`src/rtl/ad_tp_pkg.sv`:
```
// Shared constants for the multi-channel AD test-pattern source.
package ad_tp_pkg;

    localparam logic [7:0] TP_ID   = 8'd1;
    localparam logic [7:0] TP_RAMP = 8'd2;
    localparam logic [7:0] TP_FIX  = 8'd3;
    localparam logic [7:0] TP_PRBS = 8'd4;
    localparam logic [7:0] TP_TOG  = 8'd5;

    localparam int unsigned LFSR_W      = 23;
    localparam int unsigned LFSR_TAP_HI = 22;
    localparam int unsigned LFSR_TAP_LO = 17;

    localparam logic [7:0] TP_IDLE_BYTE = 8'h55;

    localparam int unsigned TP_CNT_W = 16;

endpackage

```
`src/rtl/ad_tp_chan.sv`:
```
// Per-channel pattern generator: owns the PRBS23 LFSR and forms the channel value.
module ad_tp_chan
    import ad_tp_pkg::*;
#(
    parameter int unsigned DW  = 24,
    parameter int unsigned NCH = 4
) (
    input  logic              clk_sys,
    input  logic              rst_n,
    input  logic              restart,
    input  logic              adv,
    input  logic [7:0]        mode,
    input  logic [1:0]        id_grp,
    input  logic [3:0]        ch_idx,
    input  logic [LFSR_W-1:0] seed_base,
    input  logic [DW-1:0]     ramp,
    input  logic [7:0]        ch_ofs,
    input  logic [DW-1:0]     fix,
    input  logic              tog,
    output logic [DW-1:0]     val_c
);

    logic [LFSR_W-1:0] lfsr_q;
    logic [LFSR_W-1:0] lfsr_d;
    logic [LFSR_W-1:0] seed_c;
    logic [3:0]        id_nib_c;

    // Seed depends on channel so channels are decorrelated; all-zero would lock up.
    always_comb begin
        seed_c = seed_base ^ LFSR_W'(ch_idx + 4'd1);
        if (seed_c == '0) begin
            seed_c = LFSR_W'(1);
        end
    end

    // LFSR next state: reseed on restart, step once per processed tick.
    always_comb begin
        lfsr_d = lfsr_q;
        if (restart) begin
            lfsr_d = seed_c;
        end else if (adv) begin
            lfsr_d = {lfsr_q[LFSR_W-2:0], lfsr_q[LFSR_TAP_HI] ^ lfsr_q[LFSR_TAP_LO]};
        end
    end

    // LFSR state register.
    always_ff @(posedge clk_sys or negedge rst_n) begin
        if (!rst_n) begin
            lfsr_q <= LFSR_W'(1);
        end else begin
            lfsr_q <= lfsr_d;
        end
    end

    // Channel value for the selected mode.
    always_comb begin
        id_nib_c = ({2'b00, id_grp} * 4'(NCH)) + ch_idx + 4'd1;
        val_c    = DW'({(DW / 8 + 1){TP_IDLE_BYTE}});
        case (mode)
            TP_ID:   val_c = DW'({(DW / 4 + 1){id_nib_c}});
            TP_RAMP: val_c = ramp + DW'(12'(ch_idx) * 12'(ch_ofs));
            TP_FIX:  val_c = fix;
            TP_PRBS: val_c = DW'(lfsr_q);
            TP_TOG:  val_c = tog ? ~fix : fix;
            default: val_c = DW'({(DW / 8 + 1){TP_IDLE_BYTE}});
        endcase
    end

endmodule

```
`src/rtl/ad_tp_mc.sv`:
```
// Multi-channel test-pattern source: shared timebase, ramp/toggle state and
// valid/ready output stage feeding NCH per-channel generators.
module ad_tp_mc
    import ad_tp_pkg::*;
#(
    parameter int unsigned DW  = 24,
    parameter int unsigned NCH = 4,
    parameter int unsigned PW  = 24
) (
    input  logic                clk_sys,
    input  logic                rst_n,
    input  logic [5:0]          mod_id,
    input  logic                cfg_en,
    input  logic [7:0]          cfg_mode,
    input  logic [PW-1:0]       cfg_period,
    input  logic [DW-1:0]       cfg_base,
    input  logic [7:0]          cfg_step,
    input  logic [DW-1:0]       cfg_limit,
    input  logic [7:0]          cfg_ch_ofs,
    input  logic [DW-1:0]       cfg_fix,
    input  logic                cfg_ovf_clr,
    output logic [NCH*DW-1:0]   tp_data,
    output logic                tp_vld,
    input  logic                tp_rdy,
    output logic                tp_ovf,
    output logic [TP_CNT_W-1:0] tp_cnt
);

    localparam int unsigned RW = DW + 1;

    logic [7:0]          sh_mode_q,   sh_mode_d;
    logic [PW-1:0]       sh_per_q,    sh_per_d;
    logic [DW-1:0]       sh_base_q,   sh_base_d;
    logic [7:0]          sh_step_q,   sh_step_d;
    logic [DW-1:0]       sh_limit_q,  sh_limit_d;
    logic [7:0]          sh_ofs_q,    sh_ofs_d;
    logic                restart_q,   restart_d;
    logic [PW-1:0]       cnt_q,       cnt_d;
    logic                tick_q,      tick_d;
    logic [DW-1:0]       ramp_q,      ramp_d;
    logic                tog_q,       tog_d;
    logic [NCH*DW-1:0]   data_q,      data_d;
    logic                vld_q,       vld_d;
    logic                ovf_q,       ovf_d;
    logic [TP_CNT_W-1:0] tcnt_q,      tcnt_d;

    logic                restart_c;
    logic [PW-1:0]       per_c;
    logic                adv_c;
    logic                free_c;
    logic [RW-1:0]       ramp_nxt_c;
    logic [NCH*DW-1:0]   pat_c;
    logic [LFSR_W-1:0]   seed_base_c;
    logic                unused_mod_id;

    assign unused_mod_id = ^mod_id[5:2];
    assign seed_base_c   = LFSR_W'(cfg_base);

    // Restart detection, effective period and tick qualification.
    always_comb begin
        restart_c = restart_q
                  | (cfg_mode   != sh_mode_q)
                  | (cfg_period != sh_per_q)
                  | (cfg_base   != sh_base_q)
                  | (cfg_step   != sh_step_q)
                  | (cfg_limit  != sh_limit_q)
                  | (cfg_ch_ofs != sh_ofs_q);
        per_c      = (cfg_period < PW'(2)) ? PW'(2) : cfg_period;
        adv_c      = tick_q & ~restart_c;
        free_c     = ~vld_q | tp_rdy;
        ramp_nxt_c = {1'b0, ramp_q} + RW'(cfg_step);
    end

    // Next state: timebase, shared pattern state and output handshake.
    always_comb begin
        sh_mode_d  = cfg_mode;
        sh_per_d   = cfg_period;
        sh_base_d  = cfg_base;
        sh_step_d  = cfg_step;
        sh_limit_d = cfg_limit;
        sh_ofs_d   = cfg_ch_ofs;
        restart_d  = 1'b0;
        cnt_d      = cnt_q;
        tick_d     = 1'b0;
        ramp_d     = ramp_q;
        tog_d      = tog_q;
        data_d     = data_q;
        vld_d      = vld_q;
        ovf_d      = ovf_q;
        tcnt_d     = tcnt_q;

        if (restart_c || !cfg_en) begin
            cnt_d = '0;
        end else if (cnt_q >= per_c - PW'(1)) begin
            cnt_d  = '0;
            tick_d = 1'b1;
        end else begin
            cnt_d = cnt_q + PW'(1);
        end

        if (restart_c) begin
            ramp_d = cfg_base;
            tog_d  = 1'b0;
        end else if (adv_c) begin
            tog_d = ~tog_q;
            if (ramp_nxt_c[DW] || ((cfg_limit != '0) && (ramp_nxt_c[DW-1:0] > cfg_limit))) begin
                ramp_d = cfg_base;
            end else begin
                ramp_d = ramp_nxt_c[DW-1:0];
            end
        end

        if (cfg_ovf_clr) begin
            ovf_d = 1'b0;
        end

        if (adv_c && free_c) begin
            data_d = pat_c;
            vld_d  = 1'b1;
            tcnt_d = tcnt_q + TP_CNT_W'(1);
        end else if (adv_c) begin
            ovf_d = 1'b1;
        end else if (vld_q && tp_rdy) begin
            vld_d = 1'b0;
        end
    end

    // State registers.
    always_ff @(posedge clk_sys or negedge rst_n) begin
        if (!rst_n) begin
            sh_mode_q  <= '0;
            sh_per_q   <= '0;
            sh_base_q  <= '0;
            sh_step_q  <= '0;
            sh_limit_q <= '0;
            sh_ofs_q   <= '0;
            restart_q  <= 1'b1;
            cnt_q      <= '0;
            tick_q     <= 1'b0;
            ramp_q     <= '0;
            tog_q      <= 1'b0;
            data_q     <= '0;
            vld_q      <= 1'b0;
            ovf_q      <= 1'b0;
            tcnt_q     <= '0;
        end else begin
            sh_mode_q  <= sh_mode_d;
            sh_per_q   <= sh_per_d;
            sh_base_q  <= sh_base_d;
            sh_step_q  <= sh_step_d;
            sh_limit_q <= sh_limit_d;
            sh_ofs_q   <= sh_ofs_d;
            restart_q  <= restart_d;
            cnt_q      <= cnt_d;
            tick_q     <= tick_d;
            ramp_q     <= ramp_d;
            tog_q      <= tog_d;
            data_q     <= data_d;
            vld_q      <= vld_d;
            ovf_q      <= ovf_d;
            tcnt_q     <= tcnt_d;
        end
    end

    // One generator per channel.
    for (genvar c = 0; c < NCH; c++) begin : g_ch
        ad_tp_chan #(
            .DW  (DW),
            .NCH (NCH)
        ) u_chan (
            .clk_sys   (clk_sys),
            .rst_n     (rst_n),
            .restart   (restart_c),
            .adv       (adv_c),
            .mode      (cfg_mode),
            .id_grp    (mod_id[1:0]),
            .ch_idx    (4'(c)),
            .seed_base (seed_base_c),
            .ramp      (ramp_q),
            .ch_ofs    (cfg_ch_ofs),
            .fix       (cfg_fix),
            .tog       (tog_q),
            .val_c     (pat_c[c*DW +: DW])
        );
    end

    assign tp_data = data_q;
    assign tp_vld  = vld_q;
    assign tp_ovf  = ovf_q;
    assign tp_cnt  = tcnt_q;

endmodule

```
`config.mk`:
```
export PLATFORM = sky130hd
export DESIGN_NAME = ad_tp_mc
export DESIGN_NICKNAME = d
export VERILOG_FILES = /design/src/rtl/ad_tp_pkg.sv /design/src/rtl/ad_tp_chan.sv /design/src/rtl/ad_tp_mc.sv
export SDC_FILE = /design/constraint.sdc
export NUM_CORES = 1
export LEC_CHECK = 0
export BUFFER_PORTS_ARGS = -buffer_cell sky130_fd_sc_hd__buf_2
export CAP_MARGIN = 5
export CORE_MARGIN = 2
export CORE_UTILIZATION = 65
export CTS_BUF_LIST = sky130_fd_sc_hd__clkbuf_8
export CTS_CLUSTER_DIAMETER = 60
export DETAILED_ROUTE_END_ITERATION = 10
export PLACE_DENSITY = 0.9
export SLEW_MARGIN = 0
export SYNTH_ARGS = -nofsm -noshare
export SYNTH_HDL_FRONTEND = slang
export SYNTH_SLANG_ARGS = --single-unit
```
`constraint.sdc`:
```
create_clock -name clk_sys -period 8.31 [get_ports clk_sys]
set_input_delay 1.2465 -clock clk_sys [delete_from_list [all_inputs] [get_ports clk_sys]]
set_output_delay 1.2465 -clock clk_sys [all_outputs]
set_load 0.02 [all_outputs]
```
# After elaboration in Yosys (flattened, before gate mapping)
# Index checks and enable logic that the tools add are counted.
op_classes:
  n_reduce_logical: 14
  order_cmp: 3
  bitwise_logic: 20
  n_eq_ne: 12
  add_sub_neg: 13
  mul: 1
  muxes: 33
ops:
  columns: ["cell", "n"]
  rows:
  - ["24-bit case mux with 5 select lines", 4]
  - ["23-bit two-way mux", 12]
  - ["24-bit two-way mux", 7]
  - ["23-bit logical NOT", 4]
  - ["24-bit != test", 3]
  - ["24-bit by 8-bit adder with 25-bit output", 1]
  - ["24-bit by 1-bit adder with 24-bit output (second input constant)", 1]
  - ["24-bit by 12-bit adder with 24-bit output", 1]
  - ["24-bit by 8-bit adder with 24-bit output", 1]
  - ["24-bit by 9-bit adder with 24-bit output", 1]
  - ["24-bit >= comparator", 1]
  - ["24-bit greater-than comparator", 1]
  - ["24-bit by 2-bit < comparator with 1-bit output (second input constant)", 1]
  - ["8-bit != test", 3]
  - ["24-bit NOT", 1]
  - ["24-bit nonzero test", 1]
  - ["24-bit by 1-bit subtractor with 24-bit output (second input constant)", 1]
  - ["16-bit by 1-bit adder with 16-bit output (second input constant)", 1]
  - ["4-bit by 1-bit adder with 4-bit output (second input constant)", 4]
  - ["8-bit by 2-bit equality test with 1-bit output (second input constant)", 2]
  - ["8-bit by 3-bit equality test with 1-bit output (second input constant)", 2]
  - ["2-bit by 8-bit multiplier with 10-bit output (first input constant)", 1]
  - ["1-bit two-way mux", 10]
  - ["4-bit by 2-bit adder with 4-bit output (second input constant)", 2]
  - ["other kinds (12)", 30]
word_totals:
  output_inout_bits: 114
  word_cells: 115
  in_bits: 131
  register_bits: 353

# Depth between registers and ports, before layout
depth:
  word_depth: 12
  depth_mapped: 19
  ltp_nobuf: 18

# Cells and area by module
# A second synthesis with hierarchy kept.
unflattened:
  cells_unflattened: 3095
  hier_area_um2: 27920.5
modules_own_cells:
  columns: ["mod", "instances", "cells_each", "seq_area_each_um2", "area_each_um2"]
  rows:
  - ["ad_tp_mc", 1, 1108, 6532.5, 12632.1]
  - ["ad_tp_chan at g_ch[1].u_chan ...", 3, 497, 576.8, 3818.7]
  - ["ad_tp_chan at g_ch[0].u_chan", 1, 496, 576.8, 3832.4]

# Worst setup path before layout
# No wires, ideal clock.
synth_path:
  kind: "input-to-reg"
  startpoint: "input port cfg_period[10]"
  endpoint: "register cnt_q[14]"
  slack_ns: 3.047
  path_buffers: 1
  setup_time_ns: 0.086
  required_ns: 8.224
  cell_stages: 18
  arrival_ns: 5.177
  path_cell_list: "or4_1 nor4_1 nand4_1 nand2_1 ha_1 nand2b_1 nor3b_1 nand2_1 nor4_1 xnor2_1 ha_1 a21o_1 a21o_1 a21oi_1 nand2_1 or2_1 clkbuf_1 nor3_1"
synth_between:
  elab_chain_len: 8
  word_cells_on_any_way: 13
  cone_classes: "add/sub: 1; order compare: 2; eq/ne: 1; mux: 3; bitwise: 5; reduce/logical: 1"
synth_rtl:
  columns: ["element", "line", "text"]
  rows:
  - ["start: declaration", "ad_tp_mc.sv:15", "input logic [PW-1:0] cfg_period,"]
  - ["branches (longest 7 deep; another with 24-bit by 2-bit < comparator with 1-bit output)", null, null]
  - ["24-bit two-way mux *", "ad_tp_mc.sv:92", "if (restart_c || !cfg_en) begin"]
  - ["via cnt_d[14]", "ad_tp_mc.sv:38", "logic [PW-1:0] cnt_q, cnt_d;"]
  - ["end signal: assignment", "ad_tp_mc.sv:154", "cnt_q <= cnt_d;"]
  - ["end: declaration", "ad_tp_mc.sv:38", null]
# Mark *: on every way through the listed nets, which the timed path passes.
# A chain may end at the register's enable or synchronous reset.

# Final worst setup path
layout_path:
  startpoint: "input port cfg_period[10]"
  endpoint: "register cnt_q[15]"
# Same word-level chain as after synthesis.

==> results.md <==
* Slew at the pin closest to its max-slew limit at roughly 1200 ps
* Register-to-register setup slack at 2820 ps
* Req. time, crit path at around 9000 ps
* Hold_sp: tp_cnt[15]
* Sequential element share of the synthesized area at 44.0%
* Antenna violations before repair at 1
* Sequential power share at approximately 46%
* Worst IR drop on VDD at 0.117 mV
* Ranking of synthesized cells by instance count: sky130_fd_sc_hd__dfrtp_1, sky130_fd_sc_hd__nand2_1, sky130_fd_sc_hd__o21ai_0
* Clock latency reported for the late side of the worst-skew pair at 620 ps
* DRC errors left at 0
* Crit Reg-Reg Endpoint: ramp_q[11]
* Overall die width at 180 µm
* Height of the die at ~180 µm
* Synthesis warning total at 0
* Net switching share of the total power at 28.1%
* Wire length of the first global-routing pass at between 100 and 150 mm
* Worst slew slack as a fraction of its limit at between 15 and 20%
* Most instantiated library cell after synthesis: sky130_fd_sc_hd__dfrtp_1
* WS Path Type: primary input to flop
* Maximum fanout along the worst path at 10
* RD Place Congestion at roughly 1
* Final Net Count at roughly 2,500
* Root buf cell: sky130_fd_sc_hd__clkbuf_8
* Max-cap violations at 0
* Layout cell share with drive strength beyond 1 at between 15 and 20%
* Post-Syn Area at 0.0201 mm²
* Count of flip-flops with a built-in enable after synthesis at 0
* Port-buffer cells at 240
* Net count of the mapped netlist at roughly 2,300
* Net Sw Power at between 1 and 1.5 mW
* Final routed wire length divided by cell count at 23.6 µm
* Top cell type's share of synthesized area at 43.4%
* Top cells by area in the synthesized netlist: sky130_fd_sc_hd__dfrtp_1, sky130_fd_sc_hd__xnor2_1, sky130_fd_sc_hd__ha_1, sky130_fd_sc_hd__mux2i_1, sky130_fd_sc_hd__o21ai_0
* Number of instances in the placed design at 2,620
* Maximum number of pins on one net before global-route repair at 110
* Portion of the clock cycle consumed by the worst path in the final layout at between 60% and 70%
* Setup crit end kind: flop
* Routed wire length at roughly 64 mm
* Total power density per cell area at between 150 and 200 mW/mm²
* Count of nets left with antenna violations after detail routing at 0
* Total half-perimeter wirelength after legalization and detailed placement at approximately 47 mm
* Aggregate global-route resource usage at about two fifths
* Post-CTS setup repair buffer count at 0
* Remaining global-route overflow at 0
* Maximum frequency from static timing analysis at roughly 170 MHz
* Total Neg Setup Slack at 0 ps
* Number of H-tree levels at 2
* Type of the most critical hold path: flop to flop
* Setup repair after global routing missed its margin: false
* Number of vias per cell after detailed routing at around 6.6
* Int Power at about 2.8 mW
* Via count of the first global-routing pass at approximately 18,000
* Clock skew at around 29 ps
* Cts bufs inserted at between 50 and 60
* Clock network power share at 40.5%
* Area of the core region at between 0.03 and 0.04 mm²
* Final Total Pwr at around 4.0 mW
* Post-route worst hold slack at between 400 and 500 ps
* FF+latch count, synth at approximately 350
* Largest buffer count on any clock path at 3
* Number of cells on the worst hold path at 1
* I/O pin count at 245
* Hold-fix buffers, CTS at 0
* Number of hold violations in the final report at 0
* Share of flip-flops with an asynchronous set or reset at between 90% and 100%
* Cell Count, Final, Fillers Out at 2,725
* Total of cells resized after clock tree synthesis at 0
* Dominant register cell in the synthesized netlist: sky130_fd_sc_hd__dfrtp_1
* Clock slew at the register clock pins of the worst setup and hold paths at approximately 70 ps
* Clock period minus final worst setup slack at 5810 ps
* Initial Util at about two thirds
* Run status: finished, final reports clean
* Initial DRC count at 2,283
* Area growth from synthesis to layout at 13.1%
* Largest area contributor in the synthesized netlist: sky130_fd_sc_hd__dfrtp_1
* # rows at 64
* Number of distinct library cells after synthesis at between 70 and 80
* Mapped Avg Cell Area at around 9.7 µm²
* End point of the most critical hold path: tp_cnt[15]
* Clock net sink count at 353
* Cell count after synthesis at 2,078
* Final Max Slew Viols at 0
* Arr. time, crit path at about 6300 ps
* Total via count after detailed routing at between 15,000 and 20,000
* Floorplan die area at around 0.032 mm²
* Beginning of the worst register-to-register path: ramp_q[2]
* Comb power frac at a little over an eighth
* Count of TritonRoute iterations in the first routing pass at 6
* Nature of the critical path startpoint: primary input
* Final setup violation count at 0
* TritonCTS clock tree: done
* Worst reg-to-reg path cell count at 17
* Static power due to leakage at 10.3 nW
==> flip-flops by register name, summed over array words and instances (netlist names) <==
register,cells
sh_step_q,8
ramp_q,24
tog_q,1
tp_data,96
restart_q,1
tp_ovf,1
cnt_q,24
sh_base_q,24
tp_cnt,16
sh_per_q,24
tp_vld,1
sh_ofs_q,8
sh_limit_q,24
sh_mode_q,8
tick_q,1
g_ch.u_chan.lfsr_q,92
==> kinds of logic (layout without fill, tap and decap cells) <==
group	count (synthesis)	count (layout)	synth area share (%)
xor gates and xnor gates	217	217	9.46
and+or+nand+nor	625	625	15.2
AOI/OAI and AO/OA	504	504	16.1
buffers and inverters	168	418	3.32
other	1	2	0.0187
DFF	353	353	44.0
muxes	113	113	5.67
adders and majority gates	97	97	6.23
==> cell type report <==
class / count / area, µm²
Clock inverter: 31 / 214
Fill cell: 2175 / 7800
Tap cell: 396 / 495
Antenna cell: 1 / 2.50
Multi-Input combinational cell: 1557 / 10600
Timing Repair Buffer: 255 / 1320
Clock buffer: 73 / 1000
Inverter: 59 / 221
Sequential cell: 353 / 8840
==> worst max-delay path by stage <==
stage                         startpoint        end  slack, ps  cells after the start
final                     cfg_period[10]  cnt_q[15]       2500                     18
after floorplan           cfg_period[10]  cnt_q[14]       3050                     18
after global placement    cfg_period[10]  cnt_q[15]       2320                     18
after CTS                 cfg_period[10]  cnt_q[15]       2580                     18
after detailed placement  cfg_period[10]  cnt_q[15]       1990                     18
after global routing      cfg_period[10]  cnt_q[15]       2010                     18
==> metrics by stage <==
step	setup WS (ps)	util (%)	cell area (µm²)
global route	2010	74.4	22700
detailed placement	1990	70.4	21500
global placement	2320	70.4	21500
finish	2500	74.4	22700
CTS	2580	74.4	22700
floorplan	3050	-	20100
==> worst max-delay path: stages <==
cell,delay [ps]
sky130_fd_sc_hd__buf_2,150
sky130_fd_sc_hd__or4_1,590
sky130_fd_sc_hd__nor4_1,410
sky130_fd_sc_hd__nand4_1,250
sky130_fd_sc_hd__nand2_1,160
sky130_fd_sc_hd__ha_1,210
sky130_fd_sc_hd__nand2b_1,130
sky130_fd_sc_hd__nor3b_1,390
sky130_fd_sc_hd__nand2_1,160
sky130_fd_sc_hd__nor4_1,320
sky130_fd_sc_hd__xnor2_1,150
sky130_fd_sc_hd__ha_1,200
sky130_fd_sc_hd__a21o_1,150
sky130_fd_sc_hd__a21o_1,180
sky130_fd_sc_hd__a21oi_1,650
sky130_fd_sc_hd__nand2_1,320
sky130_fd_sc_hd__or2_1,420
sky130_fd_sc_hd__nor3_1,230
==> metal layers <==
metal	track usage [%]	up-vias	routed length (µm)	share of wire, %
li1	-	7932	-	-
met3	7.82	305	6480	10
met2	62.9	1163	29400	46
met1	50.7	8677	24200	38
met5	0	-	0	0
met4	23.3	0	4350	6.8
==> layout by cell type (no fill, tap or decap), types with 31 or more instances in the layout <==
cell type,n
sky130_fd_sc_hd__xor2_1,65
sky130_fd_sc_hd__buf_2,239
sky130_fd_sc_hd__ha_1,92
sky130_fd_sc_hd__o21ai_0,166
sky130_fd_sc_hd__dfrtp_1,347
sky130_fd_sc_hd__inv_1,74
sky130_fd_sc_hd__nor2_1,123
sky130_fd_sc_hd__nor3_1,42
sky130_fd_sc_hd__nand2b_1,31
sky130_fd_sc_hd__nand2_1,188
sky130_fd_sc_hd__nand4_1,43
sky130_fd_sc_hd__nor4_1,45
sky130_fd_sc_hd__a21oi_1,105
sky130_fd_sc_hd__xnor2_1,152
sky130_fd_sc_hd__a221oi_1,57
sky130_fd_sc_hd__nand3_1,64
sky130_fd_sc_hd__clkbuf_8,73
sky130_fd_sc_hd__mux2i_1,107
==> power by group through the flow <==
stage	Clock, mW	Sequential, mW	Combinational, mW
final	1.60	1.83	0.521
after global routing	1.68	1.84	0.566
after CTS	1.60	1.83	0.510
after detailed placement	0	1.86	0.503
after global placement	0	1.86	0.488
after floorplan	0	1.83	0.301
Power figures use the tool's default switching activity.
